--- config.mk ---
export PLATFORM = sky130hd
export DESIGN_NAME = lock_attempt_controller
export DESIGN_NICKNAME = d
export VERILOG_FILES = /design/src/rtl/lock_pkg.sv /design/src/rtl/lock_rr_arbiter2.sv /design/src/rtl/lock_attempt_controller.sv
export SDC_FILE = /design/constraint.sdc
export NUM_CORES = 1
export LEC_CHECK = 0
export BUFFER_PORTS_ARGS = -buffer_cell sky130_fd_sc_hd__buf_2
export CAP_MARGIN = 25
export CORE_UTILIZATION = 56
export CTS_BUF_LIST = sky130_fd_sc_hd__clkbuf_4
export DETAILED_ROUTE_END_ITERATION = 8
export PLACE_DENSITY = 0.95
export SLEW_MARGIN = 20
export SYNTH_ARGS = -nofsm -noshare
export SYNTH_HDL_FRONTEND = slang
export SYNTH_HIERARCHICAL = 1
export SYNTH_SLANG_ARGS = --single-unit
--- constraint.sdc ---
create_clock -name clk -period 3.7 [get_ports clk]
set_input_delay 0.74 -clock clk [delete_from_list [all_inputs] [get_ports clk]]
set_output_delay 0.74 -clock clk [all_outputs]
set_load 0.005 [all_outputs]
--- src/rtl/lock_pkg.sv ---
// Shared types and constants for the password lock attempt controller.
package lock_pkg;

  // Controller states
  typedef enum logic [1:0] {
    IDLE    = 2'd0,
    CHECK   = 2'd1,
    OPEN    = 2'd2,
    LOCKOUT = 2'd3
  } state_t;

  // Requester indices into req/gnt/done
  localparam int REQ_KEYPAD = 0;
  localparam int REQ_REMOTE = 1;

  // Default code width
  localparam int DEF_PASS_W = 14;

endpackage

--- src/rtl/lock_rr_arbiter2.sv ---
// Two-way round-robin arbiter. Grant is combinational; the pointer moves
// to the other requester after every grant so the loser goes first next time.
module lock_rr_arbiter2 (
  input  logic       clk,
  input  logic       reset,
  input  logic [1:0] req,
  input  logic       enable,
  output logic [1:0] gnt
);

  logic rr_ptr;
  logic win;

  // Pick the pointed-to requester if it is asking, otherwise the other one
  always_comb begin
    win = req[rr_ptr] ? rr_ptr : ~rr_ptr;
    gnt = 2'b00;
    if (enable && (req != 2'b00)) gnt[win] = 1'b1;
  end

  // Pointer flips to the non-winner whenever a grant is issued
  always_ff @(posedge clk or posedge reset) begin
    if (reset)                        rr_ptr <= 1'b0;
    else if (enable && (req != 2'b00)) rr_ptr <= ~win;
  end

endmodule

--- src/rtl/lock_attempt_controller.sv ---
// Attempt sequencer for the password lock: arbitrates keypad/remote
// requests, checks one code per grant, holds the door open on success and
// enters a timed alarm lockout after MAX_FAIL consecutive failures.
module lock_attempt_controller
  import lock_pkg::*;
#(
  parameter int PASS_W      = DEF_PASS_W,
  parameter int MAX_FAIL    = 3,
  parameter int OPEN_CYCLES = 8,
  parameter int LOCK_CYCLES = 16
) (
  input  logic              clk,
  input  logic              reset,
  input  logic [PASS_W-1:0] ref_code,
  input  logic [1:0]        req,
  input  logic [PASS_W-1:0] code0,
  input  logic [PASS_W-1:0] code1,
  output logic [1:0]        gnt,
  output logic [1:0]        done,
  output logic              ok,
  output logic              access,
  output logic              alarm,
  output logic              locked,
  output logic [3:0]        fail_cnt
);

  // Shared OPEN/LOCKOUT timer sized for the longer of the two
  localparam int TMAX = (OPEN_CYCLES > LOCK_CYCLES) ? OPEN_CYCLES : LOCK_CYCLES;
  localparam int TW   = $clog2(TMAX + 1);

  state_t            state;
  logic [TW-1:0]     timer;
  logic [PASS_W-1:0] code_q;
  logic              owner;
  logic [1:0]        arb_gnt;
  logic [4:0]        fail_inc;
  logic              match;

  lock_rr_arbiter2 u_arb (
    .clk    (clk),
    .reset  (reset),
    .req    (req),
    .enable (state == IDLE),
    .gnt    (arb_gnt)
  );

  // Widened so the next-count compare cannot wrap near 15
  assign fail_inc = {1'b0, fail_cnt} + 5'd1;
  // ref_code is only looked at here, i.e. in the CHECK cycle
  assign match    = (code_q == ref_code);

  // Main FSM with shared timer; every output is a register
  always_ff @(posedge clk or posedge reset) begin
    if (reset) begin
      state    <= IDLE;
      timer    <= '0;
      code_q   <= '0;
      owner    <= 1'b0;
      gnt      <= 2'b00;
      done     <= 2'b00;
      ok       <= 1'b0;
      access   <= 1'b0;
      alarm    <= 1'b0;
      locked   <= 1'b0;
      fail_cnt <= 4'd0;
    end else begin
      gnt  <= 2'b00;
      done <= 2'b00;
      ok   <= 1'b0;
      case (state)
        IDLE: begin
          if (arb_gnt != 2'b00) begin
            gnt    <= arb_gnt;
            owner  <= arb_gnt[REQ_REMOTE];
            code_q <= arb_gnt[REQ_REMOTE] ? code1 : code0;
            state  <= CHECK;
          end
        end
        CHECK: begin
          done[owner] <= 1'b1;
          ok          <= match;
          if (match) begin
            fail_cnt <= 4'd0;
            access   <= 1'b1;
            timer    <= TW'(OPEN_CYCLES);
            state    <= OPEN;
          end else if (fail_inc >= 5'(MAX_FAIL)) begin
            fail_cnt <= 4'(MAX_FAIL);
            alarm    <= 1'b1;
            locked   <= 1'b1;
            timer    <= TW'(LOCK_CYCLES);
            state    <= LOCKOUT;
          end else begin
            fail_cnt <= fail_inc[3:0];
            state    <= IDLE;
          end
        end
        OPEN: begin
          if (timer == TW'(1)) begin
            access <= 1'b0;
            state  <= IDLE;
          end else begin
            timer <= timer - TW'(1);
          end
        end
        LOCKOUT: begin
          if (timer == TW'(1)) begin
            alarm    <= 1'b0;
            locked   <= 1'b0;
            fail_cnt <= 4'd0;
            state    <= IDLE;
          end else begin
            timer <= timer - TW'(1);
          end
        end
        default: state <= IDLE;
      endcase
    end
  end

endmodule

==> results.py <==
metrics = {
    "clocking": {
        "cts_max_path_buffers": 2,
        "numClockSinks": 34,
        "post-cts-setup-buffers": 0,
        "cts_tree": "done",
        "clock_latency_ns": 0.35,
        "path_clk_slew_ns": 0.11,
        "root_buffer": "clkbuf_4",
        "cts.htree.levels": 2,
        "post_cts_resized": 0,
        "cts_made_buffers": 5,
        "ctsHoldBuffers": 0,
    },
    "final_layout": {
        "area_delta_synth_final_pct": 20.83,
        "diodes": 0,
        "fillCellCount": 238,
        "final_cells": 280,
        "fin_util_pct": 71.20,
        "drive_gt1_share_pct": 31.78,
        "layout_commonest_cell": "buf_2",
        "final_nets": 285,
        "layout_common_cells": "buf_2 (57), dfrtp_1 (34), nor2_1 (18), a21oi_1 (18), mux2i_1 (15)",
    },
    "floorplanning": {
        "rows": 20,
        "fp.dieW_um": 58.45,
        "die-area_mm2": 0.003416,
        "ios": 58,
        "start_util_pct": 58.93,
        "die_y_um": 58.45,
        "core_area_mm2": 0.003028,
    },
    "power": {
        "p_comb_share_pct": 43.9,
        "p_clk_share_pct": 12.9,
        "p_int_uw": 927.0,
        "peakVddDrop_mv": 0.4080,
        "powerDensity_mw_per_mm2": 721.3,
        "swShare_pct": 40.38,
        "p_seq_share_pct": 43.2,
        "p_leak_nw": 1.035,
        "p_total_mw": 1.555,
        "p_switching_uw": 628.0,
    },
    "place": {
        "port_buffers": 57,
        "placedCellCount": 272,
        "gp_congestion": 0.9057,
        "dpl.hpwl_um": 2692,
    },
    "synthesis": {
        "synth-seq-cells": 34,
        "synth-edff-count": 0,
        "synth.avg_cell_area_um2": 10.08,
        "synth_cells": 177,
        "ys.flop_type": "dfrtp_1",
        "netlist.area_leader.share_pct": 47.69,
        "ys_seq_area_share_pct": 47.69,
        "synth_top_cells_by_area": "dfrtp_1 (48%), mux2i_1 (8.4%), xnor2_1 (6.9%), a21oi_1 (5.3%), nor2_1 (3.8%)",
        "syn_nets": 227,
        "yosys_warnings": 6,
        "synthArstFlopShare_pct": 100.0,
        "synth.largest_area_cell": "dfrtp_1",
        "synth_cell_types": 39,
        "synth_area_mm2": 0.001784,
    },
    "detailed_routing": {
        "via_per_inst": 5.196,
        "wl_per_cell_um": 12.69,
        "antenna_left": 0,
        "wl_met1_um": 1439,
        "wirelength_um": 3553,
        "detail_route.iter0.violations": 45,
        "top_layer_used": "met4",
        "wl_met2_um": 1848,
        "dr.pass1.iters": 4,
        "drcViolationCount": 0,
        "num_vias": 1455,
        "routed-wl-met3_um": 189,
    },
    "flow_run": {
        "max-cap-violations": 0,
    },
    "global_routing": {
        "grt_max_degree": 34,
        "antenna_found_initial": 0,
        "grtUsageTotal_pct": 22.63,
        "grt_pass1_wl_um": 5692,
        "grt_pass1_vias": 1365,
        "grt_overflow_total": 0,
    },
    "critical_path": {
        "path_max_fanout": 29,
        "path_class": "register to register",
        "r2r_start": "state[1]",
        "cp-end-kind": "register",
        "cp-startpoint": "state[1]",
        "required_ns": 3.98,
        "critPathArrivalTime_ns": 2.54,
        "start_kind": "register",
    },
    "run_status": {
        "status": "complete, no violations",
    },
    "timing": {
        "setup-tns-final_ns": 0,
        "slew_headroom_pct": 41.04,
        "finalCritPeriodShare_pct": 61.06,
        "finalSetupViolCount": 0,
        "fin_crit_ns": 2.259,
        "max_freq_ghz": 0.4427,
        "tightestPinTransition_ns": 0.8844,
        "hold_viol_final": 0,
        "rsz0062_at_grt": "false",
        "maxSlewViolCount": 0,
        "holdWs_ns": 0.2187,
        "clock_skew_ns": 0.01882,
    },
    "hold_path": {
        "hp-class": "input pin to asynchronous set/reset pin",
    },
}
Yosys cell counts (2+ instances only):
master and number:
nor2_1 18, nand2_1 14, inv_1 9, mux2i_1 15, nor3_1 2, xnor2_1 14, buf_2 6, a21oi_2 2
o21ai_0 2, dfrtp_1 34, nand4_1 3, a21o_1 2, and2_1 4, a21oi_1 19, nor2b_1 2, ha_1 4
o31ai_1 2, a22o_1 2, nand3_1 3
stage by stage:
stage	worst slack (ns)	instance area, µm²
after floorplan	1.783	1784
after global placement	1.505	2102
after detailed placement	1.460	2102
after CTS	1.462	2156
after global routing	1.216	2156
final	1.441	2156
routing by layer:
metal	up-vias	GRT usage, %
met1	659	25.47
met3	10	6.593
met4	0	11.90
li1	732	-
met5	-	0
met2	54	38.92
path summary, 6_finish.rpt:
check	endpoint	slack (ns)	depth (start not counted)
max in group asynchronous	ok	2.93	3
hold reg to reg	done[0]	0.45	1
hold / removal	u_arb/rr_ptr	0.22	2
setup reg to reg	code_q[4]	1.44	6
setup / recovery	code_q[4]	1.44	6
min in group clk	done[0]	0.45	1
area by class of cell:
| cell class | count | area [µm²] | share of cell area (%) |
|---|---|---|---|
| Tap cell | 44 | 55.05 | 2.554 |
| Clock inverter | 2 | 8.758 | 0.4063 |
| Inverter | 9 | 33.78 | 1.567 |
| Clock buffer | 6 | 45.04 | 2.089 |
| Multi-Input combinational cell | 126 | 862.1 | 39.99 |
| Timing Repair Buffer | 59 | 300.3 | 13.93 |
| Sequential cell | 34 | 850.8 | 39.47 |
power groups by stage:
stage	clock (mW)	combinational (mW)	sequential [mW]
after floorplan	0	0.551	0.633
after global placement	0	0.639	0.669
after detailed placement	0	0.680	0.679
after CTS	0.203	0.687	0.671
after global routing	0.218	0.763	0.692
final	0.201	0.682	0.672
critical path, stage by stage (launching register included):
cell and delay [ns]:
dfrtp_1 0.50, nor2_1 0.36, nand2_1 0.15, a21oi_1 0.18, o21a_1 0.72, nor2_1 0.11
a21oi_1 0.16
state kept, by name, summed over array words and instances (netlist names):
signal        cells
locked            1
u_arb/rr_ptr      1
fail_cnt          4
done              2
state             2
ok                1
owner             1
timer             5
code_q           14
gnt               2
access            1
logic make-up after synthesis:
group	Yosys count	share of synthesized area, %
AO/OA/AOI/OAI	38	13.75
adder cells (fa/ha/maj)	4	2.805
AND/OR/NAND/NOR	55	16.27
buffers and inverters	17	4.207
multiplexers	15	8.415
XOR/XNOR	14	6.873
flip-flops	34	47.69
Note: power is estimated with default switching activity, not from simulation.
